[src/rtl/branch_resolve_calcpc.sv]
// Execute-stage branch/jump resolver: computes the actual direction and target,
// flags fetch mispredicts with a one-cycle flush pulse, and emits predictor writeback.

module brc_compare (
  input  logic [31:0] a,
  input  logic [31:0] b,
  input  logic [2:0]  code,
  output logic        taken
);
  always_comb begin
    taken = 1'b0;
    case (code)
      3'b001:  taken = (a == b);
      3'b010:  taken = (a != b);
      3'b011:  taken = ($signed(a) <  $signed(b));
      3'b100:  taken = ($signed(a) >= $signed(b));
      3'b101:  taken = (a <  b);
      3'b110:  taken = (a >= b);
      default: taken = 1'b0;
    endcase
  end
endmodule

// Saturating up-counter; sticks at all-ones instead of wrapping.
module brc_sat_cnt #(
  parameter int W = 16
) (
  input  logic         clk,
  input  logic         rst,
  input  logic         inc,
  output logic [W-1:0] cnt
);
  logic [W-1:0] cnt_q, cnt_d;

  always_comb begin
    cnt_d = cnt_q;
    if (inc && !(&cnt_q)) cnt_d = cnt_q + {{(W-1){1'b0}}, 1'b1};
  end

  always_ff @(posedge clk) begin
    if (rst) cnt_q <= '0;
    else     cnt_q <= cnt_d;
  end

  assign cnt = cnt_q;
endmodule

module branch_resolve_calcpc #(
  parameter int PC_W  = 13,
  parameter int CNT_W = 16
) (
  input  logic             CLK,
  input  logic             RST,
  input  logic [1:0]       branch_numberE,
  input  logic [PC_W-1:0]  pcEj,
  input  logic [31:0]      reg_data1Ej,
  input  logic [31:0]      reg_data2Ej,
  input  logic [PC_W-1:0]  immEj,
  input  logic [1:0]       jump_codeEj,
  input  logic [2:0]       branch_codeEj,
  input  logic [1:0]       stateEj,
  output logic             fail_predict,
  output logic [PC_W-1:0]  pc_redirect,
  output logic [31:0]      link_data,
  output logic             pred_wr_en,
  output logic [1:0]       pred_wr_idx,
  output logic [1:0]       pred_wr_state,
  output logic [CNT_W-1:0] branch_count,
  output logic [CNT_W-1:0] mispredict_count
);
  logic            fail_predict_q, fail_predict_d;
  logic [PC_W-1:0] pc_redirect_q, pc_redirect_d;
  logic [31:0]     link_data_q, link_data_d;
  logic            pred_wr_en_q, pred_wr_en_d;
  logic [1:0]      pred_wr_idx_q, pred_wr_idx_d;
  logic [1:0]      pred_wr_state_q, pred_wr_state_d;

  logic            is_jal, is_jalr, is_jump, is_br, valid;
  logic            br_taken, taken, mispredict;
  logic [PC_W-1:0] pc_plus4, pc_tgt, jalr_sum, target;
  logic [1:0]      state_up, state_dn;

  brc_compare u_cmp (
    .a     (reg_data1Ej),
    .b     (reg_data2Ej),
    .code  (branch_codeEj),
    .taken (br_taken)
  );

  always_comb begin
    is_jal   = (jump_codeEj == 2'b01);
    is_jalr  = (jump_codeEj == 2'b10);
    is_jump  = is_jal | is_jalr;
    is_br    = (branch_codeEj != 3'b000) && (branch_codeEj != 3'b111);
    // While the flush pulse is out, the execute inputs are wrong-path.
    valid    = (is_jump | is_br) & ~fail_predict_q;
    taken    = is_jump | br_taken;

    pc_plus4 = pcEj + PC_W'(4);
    pc_tgt   = pcEj + immEj;
    jalr_sum = reg_data1Ej[PC_W-1:0] + immEj;
    target   = is_jalr ? {jalr_sum[PC_W-1:1], 1'b0} : pc_tgt;

    // Fetch never predicts a JALR target, so it always redirects.
    mispredict = is_jalr | (taken != stateEj[1]);

    state_up = (stateEj == 2'b11) ? 2'b11 : stateEj + 2'd1;
    state_dn = (stateEj == 2'b00) ? 2'b00 : stateEj - 2'd1;
  end

  always_comb begin
    fail_predict_d  = 1'b0;
    pred_wr_en_d    = 1'b0;
    pc_redirect_d   = pc_redirect_q;
    link_data_d     = link_data_q;
    pred_wr_idx_d   = pred_wr_idx_q;
    pred_wr_state_d = pred_wr_state_q;
    if (valid) begin
      fail_predict_d  = mispredict;
      pred_wr_en_d    = 1'b1;
      pc_redirect_d   = taken ? target : pc_plus4;
      pred_wr_idx_d   = branch_numberE;
      pred_wr_state_d = taken ? state_up : state_dn;
      if (is_jump) link_data_d = {{(32-PC_W){1'b0}}, pc_plus4};
    end
  end

  always_ff @(posedge CLK) begin
    if (RST) begin
      fail_predict_q  <= 1'b0;
      pc_redirect_q   <= '0;
      link_data_q     <= '0;
      pred_wr_en_q    <= 1'b0;
      pred_wr_idx_q   <= '0;
      pred_wr_state_q <= '0;
    end else begin
      fail_predict_q  <= fail_predict_d;
      pc_redirect_q   <= pc_redirect_d;
      link_data_q     <= link_data_d;
      pred_wr_en_q    <= pred_wr_en_d;
      pred_wr_idx_q   <= pred_wr_idx_d;
      pred_wr_state_q <= pred_wr_state_d;
    end
  end

  brc_sat_cnt #(.W(CNT_W)) u_br_cnt (
    .clk (CLK),
    .rst (RST),
    .inc (valid),
    .cnt (branch_count)
  );

  brc_sat_cnt #(.W(CNT_W)) u_mp_cnt (
    .clk (CLK),
    .rst (RST),
    .inc (fail_predict_d),
    .cnt (mispredict_count)
  );

  assign fail_predict  = fail_predict_q;
  assign pc_redirect   = pc_redirect_q;
  assign link_data     = link_data_q;
  assign pred_wr_en    = pred_wr_en_q;
  assign pred_wr_idx   = pred_wr_idx_q;
  assign pred_wr_state = pred_wr_state_q;
endmodule

[config.mk]
export PLATFORM = sky130hd
export DESIGN_NAME = branch_resolve_calcpc
export DESIGN_NICKNAME = d
export VERILOG_FILES = /design/src/rtl/branch_resolve_calcpc.sv
export SDC_FILE = /design/constraint.sdc
export NUM_CORES = 1
export LEC_CHECK = 0
export BUFFER_PORTS_ARGS = -buffer_cell sky130_fd_sc_hd__buf_2
export CAP_MARGIN = 20
export CORE_UTILIZATION = 45
export DETAILED_ROUTE_END_ITERATION = 16
export HOLD_SLACK_MARGIN = 0.02
export PLACE_DENSITY_LB_ADDON = 0.2
export SKIP_CTS_REPAIR_TIMING = 1
export SYNTH_ARGS = -nofsm -noshare
export SYNTH_HDL_FRONTEND = slang
export SYNTH_SLANG_ARGS = --single-unit
[constraint.sdc]
create_clock -name CLK -period 3.8 [get_ports CLK]
set_clock_uncertainty 0.05 [all_clocks]
set_input_delay 0.57 -clock CLK [delete_from_list [all_inputs] [get_ports CLK]]
set_output_delay 0.57 -clock CLK [all_outputs]
set_load 0.01 [all_outputs]
Word level (Yosys, flattened, before mapping)
Cells that the tools add are included.
{"block": "totals", "elab_cells": 56, "regBits": 64, "output_inout_bits": 83, "in_bits": 101}
{"block": "op_classes", "n_bitwise": 6, "addsub": 7, "magnitude_cmp": 4, "n_eq_ne": 13, "n_mux": 8, "reduce_logical": 10}
{"cell": "32-bit greater-or-equal comparator", "count": 2}
{"cell": "32-bit less-than comparator", "count": 2}
{"cell": "16-bit by 1-bit adder with 16-bit output (second input constant)", "count": 2}
{"cell": "32-bit equality test", "count": 1}
{"cell": "32-bit inequality test", "count": 1}
{"cell": "16-bit AND reduction", "count": 2}
{"cell": "13-bit adder", "count": 2}
{"cell": "13-bit two-way mux", "count": 2}
{"cell": "13-bit by 3-bit adder with 13-bit output (second input constant)", "count": 1}
{"cell": "3-bit equality test (second input constant)", "count": 3}
{"cell": "3-bit by 2-bit equality test with 1-bit output (second input constant)", "count": 2}
{"cell": "2-bit two-way mux", "count": 3}
{"cell": "1-bit one-hot mux with 6 select lines", "count": 1}
{"cell": "2-bit equality test (second input constant)", "count": 2}
{"cell": "1-bit bitwise OR", "count": 4}
{"cell": "3-bit by 1-bit equality test with 1-bit output (second input constant)", "count": 1}
{"cell": "1-bit logical AND", "count": 3}
{"cell": "3-bit inequality test (second input constant)", "count": 1}
{"cell": "3-bit nonzero test", "count": 1}
{"cell": "2-bit by 1-bit adder with 2-bit output (second input constant)", "count": 1}
{"cell": "2-bit by 1-bit equality test with 1-bit output (second input constant)", "count": 1}
{"cell": "1-bit logical NOT", "count": 2}
{"cell": "2-bit logical NOT", "count": 1}
{"cell": "1-bit two-way mux", "count": 2}
{"cell": "other kinds (5)", "count": 5}

Logic depth before layout (Yosys ltp)
Gate-level depths: netlist of the first run.
{"block": "logic_depth", "ltp_word": 7, "mapped_depth": 13, "depth_no_buf": 12}

Cells and area by module
A second synthesis of the first run with hierarchy kept.
{"block": "unflattened", "hier_cells": 684, "hier_area_um2": 5446.5}
{"module": "branch_resolve_calcpc", "cells_each": 364, "seq_area_each_um2": 640.6, "area_each_um2": 2847.7, "n_inst": 1}
{"module": "brc_sat_cnt", "cells_each": 96, "seq_area_each_um2": 320.3, "area_each_um2": 833.3, "n_inst": 2}
{"module": "brc_compare", "cells_each": 128, "seq_area_each_um2": 0.0, "area_each_um2": 932.1, "n_inst": 1}

Worst setup path after synthesis of the first run
Ideal clock, no wire load.
{"block": "synth_timing", "path_type": "input -> register", "from": "input reg_data2Ej[31]", "to": "register u_mp_cnt.cnt_q[4] (netlist: u_mp_cnt.cnt[4])", "t_required_ps": 3629, "stages": 12, "setup_slack_ps": 102, "setup_ps": 121, "n_path_buf": 1, "arrival_time_ps": 3527, "path_cell_list": "inv_1 ha_1 nand4_1 nor4_1 nor2_1 a31oi_2 mux2_2 a211oi_4 mux2_4 buf_6 nor4b_1 mux2_2"}
{"block": "synth_between", "elab_chain_cells": 7, "elab_cells_between_ends": 12, "classes_between": "order compare (4); eq/ne (3); mux (2); bitwise (2); reduce/logical (1)"}
{"element": "start: declaration", "line_no": "57", "rtl": "input logic [31:0] reg_data2Ej,"}
{"element": "32-bit greater-or-equal comparator (tied with other cells)", "line_no": "18", "rtl": "3'b110: taken = (a >= b);"}
{"element": "1-bit one-hot mux with 6 select lines *", "line_no": "12", "rtl": "case (code)"}
{"element": "1-bit bitwise OR *", "line_no": "97", "rtl": "taken = is_jump | br_taken;"}
{"element": "1-bit inequality test *", "line_no": "105", "rtl": "mispredict = is_jalr | (taken != stateEj[1]);"}
{"element": "1-bit bitwise OR *", "line_no": "105"}
{"element": "1-bit two-way mux *", "line_no": "118", "rtl": "if (valid) begin"}
{"element": "1-bit logical AND *", "line_no": "37", "rtl": "if (inc && !(&cnt_q)) cnt_d = cnt_q + {{(W-1){1'b0}}, 1'b1};"}
{"element": "end signal: assignment", "line_no": "42", "rtl": "else cnt_q <= cnt_d;"}
{"element": "end: declaration", "line_no": "33", "rtl": "logic [W-1:0] cnt_q, cnt_d;"}
Every way passes the cells marked *; elsewhere a longest branch is shown, timed or not.
A chain may end at the register's enable or synchronous reset.

Worst setup path after layout of the first run
{"block": "layout_timing", "from": "input reg_data1Ej[5]", "to": "register u_mp_cnt.cnt_q[4] (netlist: u_mp_cnt.cnt[4])"}
{"block": "layout_between", "elab_chain_cells": 7, "elab_cells_between_ends": 12, "classes_between": "order compare (4); eq/ne (3); mux (2); bitwise (2); reduce/logical (1)"}
{"element": "start: declaration", "line_no": "56", "rtl": "input logic [31:0] reg_data1Ej,"}
{"element": "32-bit greater-or-equal comparator (tied with other cells)", "line_no": "18"}
{"element": "1-bit one-hot mux with 6 select lines *", "line_no": "12"}
{"element": "1-bit bitwise OR *", "line_no": "97"}
{"element": "1-bit inequality test *", "line_no": "105"}
{"element": "1-bit bitwise OR *", "line_no": "105"}
{"element": "1-bit two-way mux *", "line_no": "118"}
{"element": "1-bit logical AND *", "line_no": "37"}
Marks and branches as above.

==> results of run 1 <==
## flip-flops by register name (all words and copies together), names as in the netlist
name	count
u_br_cnt.cnt	16
u_mp_cnt.cnt	16
link_data	13
pc_redirect	13
pred_wr_idx	2
pred_wr_state	2
fail_predict	1
pred_wr_en	1
## routing by layer
metal	wire length, µm	vias to the layer above	global-route usage (%)
met1	6240	2381	28.5
met3	749	24	5.08
met2	6990	142	43.8
li1	-	2678	-
met5	0	-	0
met4	311	0	6.67
## cells by family after synthesis
kind of cell / share of synthesized area, %
AND/OR/NAND/NOR: 22.6
AO/OA/AOI/OAI: 19.4
buffers and inverters: 8.27
flip-flops: 24.8
adder cells (fa/ha/maj): 15.0
XOR/XNOR: 7.11
multiplexers: 2.64
other: 0.0725
## worst max-delay path by stage
stage,slack [ps],endpoint,start
2_1_floorplan,100,u_mp_cnt.cnt[4],reg_data2Ej[31]
3_3_place_gp,100,u_mp_cnt.cnt[4],reg_data1Ej[7]
3_5_place_dp,7,u_mp_cnt.cnt[4],reg_data1Ej[1]
4_1_cts,340,u_mp_cnt.cnt[4],reg_data1Ej[6]
5_1_grt,100,u_mp_cnt.cnt[4],reg_data2Ej[27]
6_report,310,u_mp_cnt.cnt[4],reg_data1Ej[5]
## power groups by stage
stage | combinational, mW | clock, mW | sequential [mW]
detailed placement | 0.668 | 0 | 0.776
CTS | 0.670 | 0.833 | 0.763
finish | 0.669 | 0.819 | 0.763
global placement | 0.650 | 0 | 0.775
floorplan | 0.422 | 0 | 0.798
global route | 0.750 | 0.858 | 0.770
## worst min-delay path, cell delays in order (launching register included)
cell                      delay [ps]
sky130_fd_sc_hd__dfxtp_1         300
sky130_fd_sc_hd__nand2_1          50
sky130_fd_sc_hd__a21oi_1          50
## cell usage after synthesis, types with 2 or more instances
cell type / count / area, µm²
sky130_fd_sc_hd__o211ai_1: 10 / 75.1
sky130_fd_sc_hd__nand3_1: 23 / 115
sky130_fd_sc_hd__o21a_1: 4 / 30.0
sky130_fd_sc_hd__nand2b_1: 6 / 37.5
sky130_fd_sc_hd__mux2_2: 6 / 67.6
sky130_fd_sc_hd__buf_4: 20 / 150
sky130_fd_sc_hd__o41ai_1: 3 / 26.3
sky130_fd_sc_hd__inv_1: 48 / 180
sky130_fd_sc_hd__a311oi_1: 5 / 43.8
sky130_fd_sc_hd__o31ai_1: 4 / 30.0
sky130_fd_sc_hd__buf_1: 4 / 15.0
sky130_fd_sc_hd__o21ai_0: 30 / 150
sky130_fd_sc_hd__nand4_1: 20 / 125
sky130_fd_sc_hd__nor2b_1: 12 / 75.1
sky130_fd_sc_hd__and3_1: 9 / 56.3
sky130_fd_sc_hd__a32o_1: 2 / 20.0
sky130_fd_sc_hd__a21o_1: 7 / 52.6
sky130_fd_sc_hd__a31oi_1: 10 / 62.6
sky130_fd_sc_hd__and2_1: 6 / 37.5
sky130_fd_sc_hd__xor2_1: 22 / 193
sky130_fd_sc_hd__mux2i_1: 4 / 40.0
sky130_fd_sc_hd__a21oi_1: 53 / 265
sky130_fd_sc_hd__nand2_1: 61 / 229
sky130_fd_sc_hd__fa_1: 2 / 40.0
sky130_fd_sc_hd__or4_1: 4 / 30.0
sky130_fd_sc_hd__ha_1: 59 / 738
sky130_fd_sc_hd__and4_1: 4 / 35.0
sky130_fd_sc_hd__a211oi_1: 14 / 105
sky130_fd_sc_hd__dfxtp_1: 64 / 1280
sky130_fd_sc_hd__or2_2: 3 / 18.8
sky130_fd_sc_hd__nor3b_1: 3 / 22.5
sky130_fd_sc_hd__xnor2_1: 20 / 175
sky130_fd_sc_hd__o21bai_1: 3 / 22.5
sky130_fd_sc_hd__nand3b_1: 3 / 22.5
sky130_fd_sc_hd__clkbuf_1: 19 / 71.3
sky130_fd_sc_hd__a31o_2: 2 / 17.5
sky130_fd_sc_hd__or3_1: 3 / 18.8
sky130_fd_sc_hd__nor3_1: 13 / 65.1
sky130_fd_sc_hd__a211o_1: 2 / 17.5
sky130_fd_sc_hd__nor2_1: 57 / 214
sky130_fd_sc_hd__nor4_1: 6 / 37.5
## area by class of cell
type,instances,area (µm²)
Multi-Input combinational cell,527,3530
Inverter,48,180
Sequential cell,64,1280
Clock inverter,7,71.3
Tap cell,140,175
Fill cell,1047,4650
Timing Repair Buffer,176,911
Clock buffer,9,225
## per-stage QoR
step                util, %  total power, mW
floorplan                 -             1.22
global placement       55.1             1.43
detailed placement     55.1             1.44
CTS                    57.8             2.27
global route           57.8             2.38
finish                 57.8             2.25
==> metrics.txt, run 1 <==
global-route wire length before repair=22.7 mm; worst-skew pair later-pin latency=320 ps; Max Fanout on Critical Path=20; internal power component=1.52 mW; hold-critical path endpoint=pc_redirect[10]; pin count of the biggest net entering global routing=37; Post-Synthesis Cells=665; number of enable-type register cells in the synthesized netlist=0; instance area at placement=approximately 6000 µm²; number of pins with negative max-slew slack in the final report=0; worst path required time=3960 ps; actual slew at the worst max-slew pin=685 ps; clock buffer count from CTS=9; number of max-capacitance violations reported=0; Cell Pwr Density=~350 nW/µm²; drt initial violations=~250; most common library cell in the layout ignoring fill and taps=sky130_fd_sc_hd__buf_2; final routed wire length divided by cell count=14.7 µm; Synth async-reset ratio=0%; Main synth FF type=sky130_fd_sc_hd__dfxtp_1; delay of the slowest cell on the worst path=around 460 ps; switching power=732 µW; num ports=184; status=finished, final reports clean; Warnings, synthesis=0; die height=109 µm; half-perimeter wire length after placement=11.5 mm; worst hold path class=reg2reg; sequential-to-total area share from yosys stat=about a quarter; die extent in x=109 µm; Remaining Overflow, GRT=0; most prevalent standard cell on the critical path=sky130_fd_sc_hd__mux2_2; source of the worst register-to-register timing path=u_mp_cnt.cnt[4]; worst setup slack for register-to-register paths=1120 ps; Num Clock Sinks=64; global-route usage over all layers=24.1%; Crit Reg-Reg Endpoint=u_mp_cnt.cnt[9]; Residual DRC=0; non-filler instance count after layout=about 970; area of the core=11,000 µm²; post-route fraction of the period consumed by the critical path=91.8%; RD Place Congestion=just under 0.9; worst slew slack as a fraction of its limit=54.3%; root buf cell=sky130_fd_sc_hd__clkbuf_16; maximum clock frequency=287 MHz; most frequent cells in the layout=sky130_fd_sc_hd__buf_2 (164), sky130_fd_sc_hd__dfxtp_1 (64), sky130_fd_sc_hd__nand2_1 (61); Starting Density=a little under half; depth of the critical timing path with buffers and inverters included=10; Hold Crit Start=pc_redirect[10]; synthesized area per cell=7.78 µm²; share of total power in the clock network=36.4%; Static Leakage=3.07 nW; fraction of power consumed by combinational cells=29.7%; number of failing setup endpoints in the final timing report=0; final hold vios=0; family with the most delay on the worst path=multiplexers; critical path buffer and inverter count=1; count of unique library cells instantiated by Yosys=56; worst setup slack after placement=6.52 ps; quantity of I/O buffers inserted on ports=164; placed insts=955; number of vias per cell=5.38; Flop pwr share=33.9%; critical path start-end classification=in2reg; number of antenna violations at the first check in global routing=0; Std-Cell Rows=38; Post-Route Setup TNS=0 ps; maximum buffer depth of the clock tree=2; share of post-route cells with drive strength above 1=25.2%; kind of start point of the critical path=input port; largest voltage drop on the vdd net=around 0.25 mV; post-synthesis sequential element count=64; Sw Ratio=32.5%; CP max-delay cell=sky130_fd_sc_hd__a2111o_1; clock edge transition at the registers on the reported setup and hold paths=60 ps; Final WS setup=310 ps; Die Footprint=11,900 µm²; CTS tree=yes; NumNets Final=988; layout-stage area growth over the synthesis result=23.3%; Worst Hold Path Cells=2; number of H-tree branching levels=3; # diodes=0; first-pass iteration count of the detailed router=4; data arrival at the endpoint of the critical path=3650 ps; critical path cell sequence=buf_2 > ha_1 > nand4_1 > a2111o_1 > a31oi_2 > mux2_2 > a211oi_4 > mux2_4 > nor4b_1 > mux2_2; Routed Antenna Nets=0; RSZ-0062 raised after global routing=no; shortest period the worst path allows=3490 ps; Hold Slack=399 ps; total length of routed wires=14.3 mm; final instance area=about 6400 µm²; number of global-route vias before repair=4,969; worst-case reg-to-reg path depth=9; type of element capturing the critical path=flip-flop; Netlist Area Pre-Place=5170 µm²; via count=5,225
Power figures use the tool's default switching activity.
==> run 2, diff against run 1 <==
==> constraint.sdc (replaced) <==
create_clock -name CLK -period 3.8 [get_ports CLK]
set_clock_uncertainty 0.05 [all_clocks]
set_input_delay 0.76 -clock CLK [delete_from_list [all_inputs] [get_ports CLK]]
set_output_delay 0.76 -clock CLK [all_outputs]
set_load 0.01 [all_outputs]
==> metrics.txt, run 2 (synthesized netlist as in run 1, its figures left out) <==
quantity of I/O buffers inserted on ports=approximately 160; final hold vios=0; drt initial violations=320; worst slew slack as a fraction of its limit=57.4%; RD Place Congestion=0.826; Post-Route Setup TNS=0 ps; actual slew at the worst max-slew pin=639 ps; met1 track utilization from global routing=28.3%; worst path required time=3970 ps; root buf cell=sky130_fd_sc_hd__clkbuf_16; num ports=184; Hold Crit Start=pc_redirect[2]; half-perimeter wire length after placement=approximately 12 mm; NumNets Final=1,005; CTS tree=yes; data arrival at the endpoint of the critical path=3790 ps; number of antenna violations at the first check in global routing=0; met2 GRT Util=between 40% and 50%; number of H-tree branching levels=3; die extent in x=109 µm; post-route fraction of the period consumed by the critical path=between 90% and 100%; status=finished, final reports clean; clock buffer count from CTS=9; critical path start-end classification=in2reg; via count=5,361; worst hold path class=reg2reg; global-route usage over all layers=23.5%; first-pass iteration count of the detailed router=4; source of the worst register-to-register timing path=u_mp_cnt.cnt[4]; Std-Cell Rows=38; RSZ-0062 raised after global routing=no; Static Leakage=3.18 nW; type of element capturing the critical path=flip-flop; most common library cell in the layout ignoring fill and taps=sky130_fd_sc_hd__buf_2; # diodes=0; maximum buffer depth of the clock tree=2; layout-stage area growth over the synthesis result=26.3%; final routed wire length divided by cell count=14.3 µm; worst setup path start=reg_data2Ej[31]; maximum clock frequency=276 MHz; Residual DRC=0; Max Fanout on Critical Path=17; busiest metal layer after global routing=met2; final instance area=6530 µm²; worst-skew pair later-pin latency=330 ps; share of post-route cells with drive strength above 1=26.7%; largest voltage drop on the vdd net=0.275 mV; global-route wire length before repair=22.2 mm; number of pins with negative max-slew slack in the final report=0; pin count of the biggest net entering global routing=37; number of max-capacitance violations reported=0; total length of routed wires=14.1 mm; Hold Slack=398 ps; Cell Pwr Density=around 350 nW/µm²; number of failing setup endpoints in the final timing report=0; instance area at placement=6220 µm²; most frequent cells in the layout=sky130_fd_sc_hd__buf_2 (164), sky130_fd_sc_hd__dfxtp_1 (64), sky130_fd_sc_hd__nand2_1 (61); Remaining Overflow, GRT=0; number of vias per cell=roughly 5.4; final standard cell utilization of the core=59.2%; Die Footprint=11,900 µm²; number of global-route vias before repair=4,999; Starting Density=46.9%; Routed Antenna Nets=0; Num Clock Sinks=64; clock edge transition at the registers on the reported setup and hold paths=50 ps; kind of start point of the critical path=input port; shortest period the worst path allows=3630 ps; fraction of met3 tracks used by global routing=under 10%; area of the core=11,000 µm²; die height=109 µm
## run 2: changes by cell type in the layout (fill, tap and decap cells not counted), sizes merged
cell      previous run  this run
buf                176       193
clkbuf               9        13
clkinvlp             3         0
inv                 49        48
## run 2: stage by stage
step,std cells,power (mW),setup WS (ps)
2_1_floorplan,683,1.22,28.5
3_3_place_gp,972,1.44,-76.7
3_5_place_dp,972,1.46,-155
4_1_cts,988,2.29,192
5_1_grt,988,2.41,13.0
6_report,988,2.27,171
## run 2: worst max-delay path: stages
cell                       delay [ps]
sky130_fd_sc_hd__buf_2             70
sky130_fd_sc_hd__inv_1             40
sky130_fd_sc_hd__ha_1             330
sky130_fd_sc_hd__nand4_1          230
sky130_fd_sc_hd__or4_1            600
sky130_fd_sc_hd__o221ai_1         190
sky130_fd_sc_hd__a21oi_1           80
sky130_fd_sc_hd__mux2i_2          250
sky130_fd_sc_hd__a211oi_4         110
sky130_fd_sc_hd__mux2_4           410
sky130_fd_sc_hd__nor4b_1          350
sky130_fd_sc_hd__mux2_2           370
## run 2: metal layers
metal,vias up,wire (µm),part of all wire [%]
met5,-,0,0
met3,18,833,5.9
li1,2709,-,-
met1,2453,6220,44
met2,181,6850,48
met4,0,220,1.6
## run 2: power by group
part | internal [mW] | switching [mW]
combinational | 0.301 | 0.387
clock | 0.541 | 0.281
sequential | 0.728 | 0.0370
## run 2: worst paths after layout
check | endpoint | slack [ps] | cells after the start
setup / recovery | u_mp_cnt.cnt[4] | 170 | 12
hold / removal | pc_redirect[2] | 400 | 2
setup reg to reg | u_mp_cnt.cnt[9] | 950 | 9
hold reg to reg | pc_redirect[2] | 400 | 2
## run 2: area by class of cell
| type | instances | area, µm² |
|---|---|---|
| fillers | 1051 | 4500 |
| multi-input cells | 527 | 3560 |
| flip-flops and latches | 64 | 1280 |
| repair buffers | 193 | 1040 |
| clock buffers | 13 | 260 |
| inverters | 48 | 180 |
| well taps | 140 | 175 |
| clock inverters | 3 | 40.0 |
==> run 3, diff against run 2 <==
--- a/config.mk
+++ b/config.mk
@@ -10,7 +10,7 @@
 export CORE_UTILIZATION = 45
 export DETAILED_ROUTE_END_ITERATION = 16
 export HOLD_SLACK_MARGIN = 0.02
-export PLACE_DENSITY_LB_ADDON = 0.2
+export PLACE_DENSITY = 0.77
 export SKIP_CTS_REPAIR_TIMING = 1
 export SYNTH_ARGS = -nofsm -noshare
 export SYNTH_HDL_FRONTEND = slang
==> metrics.txt, run 3 (synthesized netlist as in run 1, its figures left out) <==
worst hold path class=reg2reg; worst slew slack as a fraction of its limit=62.2%; share of post-route cells with drive strength above 1=a little over a quarter; Total Power=~2.3 mW; Hold Slack=roughly 400 ps; root buf cell=sky130_fd_sc_hd__clkbuf_16; RD Place Congestion=0.878; worst setup slack for register-to-register paths=around 990 ps; Die Footprint=11,900 µm²; final standard cell utilization of the core=59.4%; Routed Antenna Nets=0; actual slew at the worst max-slew pin=about 570 ps; via count=~5,200; Residual DRC=0; number of pins with negative max-slew slack in the final report=0; Starting Density=between 40% and 50%; final hold vios=0; data arrival at the endpoint of the critical path=3740 ps; maximum buffer depth of the clock tree=2; # diodes=0; maximum clock frequency=279 MHz; quantity of I/O buffers inserted on ports=164; Num Clock Sinks=64; drt initial violations=around 380; worst path required time=3960 ps; fraction of power consumed by combinational cells=30.2%; kind of start point of the critical path=input port; worst setup path start=reg_data1Ej[5]; die height=109 µm; area of the core=11,000 µm²; family with the most delay on the worst path=simple AND/OR/NAND/NOR gates; CP max-delay cell=sky130_fd_sc_hd__mux2_4; final routed wire length divided by cell count=13.9 µm; most common library cell in the layout ignoring fill and taps=sky130_fd_sc_hd__buf_2; number of antenna violations at the first check in global routing=0; die extent in x=109 µm; number of vias per cell=5.31; Std-Cell Rows=38; layout-stage area growth over the synthesis result=26.6%; first-pass iteration count of the detailed router=4; internal power component=1.59 mW; shortest period the worst path allows=around 3600 ps; post-route fraction of the period consumed by the critical path=94.2%; type of element capturing the critical path=flip-flop; pin count of the biggest net entering global routing=55; Flop pwr share=33.3%; instance area at placement=6230 µm²; critical path buffer and inverter count=3; largest voltage drop on the vdd net=between 0.2 and 0.3 mV; half-perimeter wire length after placement=approximately 11 mm; critical path start-end classification=in2reg; CTS tree=yes; Hold Crit Start=pc_redirect[4]; worst-case reg-to-reg path depth=9; fillers=~1,100; switching power=between 700 and 800 µW; clock edge transition at the registers on the reported setup and hold paths=around 50 ps; global-route wire length before repair=22.1 mm; final instance area=6550 µm²; clock buffer count from CTS=9; critical path cell sequence=buf_2 > ha_1 > nand4_1 > buf_4 > nor4_1 > buf_4 > nand2_1 > a21oi_1 > o21ai_0 > a211oi_4 > mux2_4 > nor4_2 > mux2_2; number of max-capacitance violations reported=0; Max Fanout on Critical Path=14; placed insts=~1,000; Sw Ratio=around 31%; num ports=184; global-route usage over all layers=between 20% and 30%; most frequent cells in the layout=sky130_fd_sc_hd__buf_2 (164), sky130_fd_sc_hd__dfxtp_1 (64), sky130_fd_sc_hd__nand2_1 (61); most prevalent standard cell on the critical path=sky130_fd_sc_hd__buf_4; delay of the slowest cell on the worst path=400 ps; depth of the critical timing path with buffers and inverters included=13; Cell Pwr Density=349 nW/µm²; Static Leakage=around 3.2 nW; number of failing setup endpoints in the final timing report=0; worst-skew pair later-pin latency=320 ps; number of H-tree branching levels=3; Worst Hold Path Cells=2; share of total power in the clock network=between 30% and 40%; source of the worst register-to-register timing path=u_mp_cnt.cnt[4]; status=finished, final reports clean; NumNets Final=around 1,000; number of global-route vias before repair=4,791; total length of routed wires=13.7 mm; non-filler instance count after layout=988; Remaining Overflow, GRT=0
run 3: cell types whose count changed in the layout (fill, tap and decap cells not counted), sizes merged:
cell      delta
clkinv       -2
clkinvlp     +1
buf          +1
run 3: path summary, 6_finish.rpt:
| path | to |
|---|---|
| hold / removal | pc_redirect[4] |
| setup / recovery | u_mp_cnt.cnt[11] |
| setup reg to reg | u_mp_cnt.cnt[9] |
| hold reg to reg | pc_redirect[4] |
run 3: worst register-to-register path, delay by kind of cell (launching register included):
kind          cells  cell delay, ps
mux               1             270
flops             1             400
simple gates      8            1970
run 3: power groups by stage:
stage | clock network (mW) | registers, mW | logic [mW]
floorplan | 0 | 0.798 | 0.424
global placement | 0 | 0.773 | 0.679
detailed placement | 0 | 0.775 | 0.686
CTS | 0.853 | 0.761 | 0.690
global route | 0.878 | 0.768 | 0.773
finish | 0.837 | 0.761 | 0.690
run 3: through the flow:
| stage | worst slack, ps | setup TNS [ps] |
|---|---|---|
| 5_1_grt | -0.461 | -0.461 |
| 4_1_cts | 150 | 0 |
| 3_5_place_dp | -161 | -653 |
| 6_report | 221 | 0 |
| 3_3_place_gp | -72.0 | -233 |
| 2_1_floorplan | 28.5 | 0 |
run 3: per-layer routing:
layer	vias up	wire length, µm	global-route usage (%)
met5	-	0	0
met4	0	160	6.95
met3	15	873	3.83
met2	175	6370	39.5
met1	2349	6300	29.7
li1	2704	-	-
run 3: final cells by class:
class                           count  area [µm²]  share of cell area, %
Clock buffer                       13         270                   4.13
Clock inverter                      2        37.5                  0.573
Inverter                           48         180                   2.75
Multi-Input combinational cell    527        3560                   54.3
Sequential cell                    64        1280                   19.6
Tap cell                          140         175                   2.67
Timing Repair Buffer              194        1050                   16.0
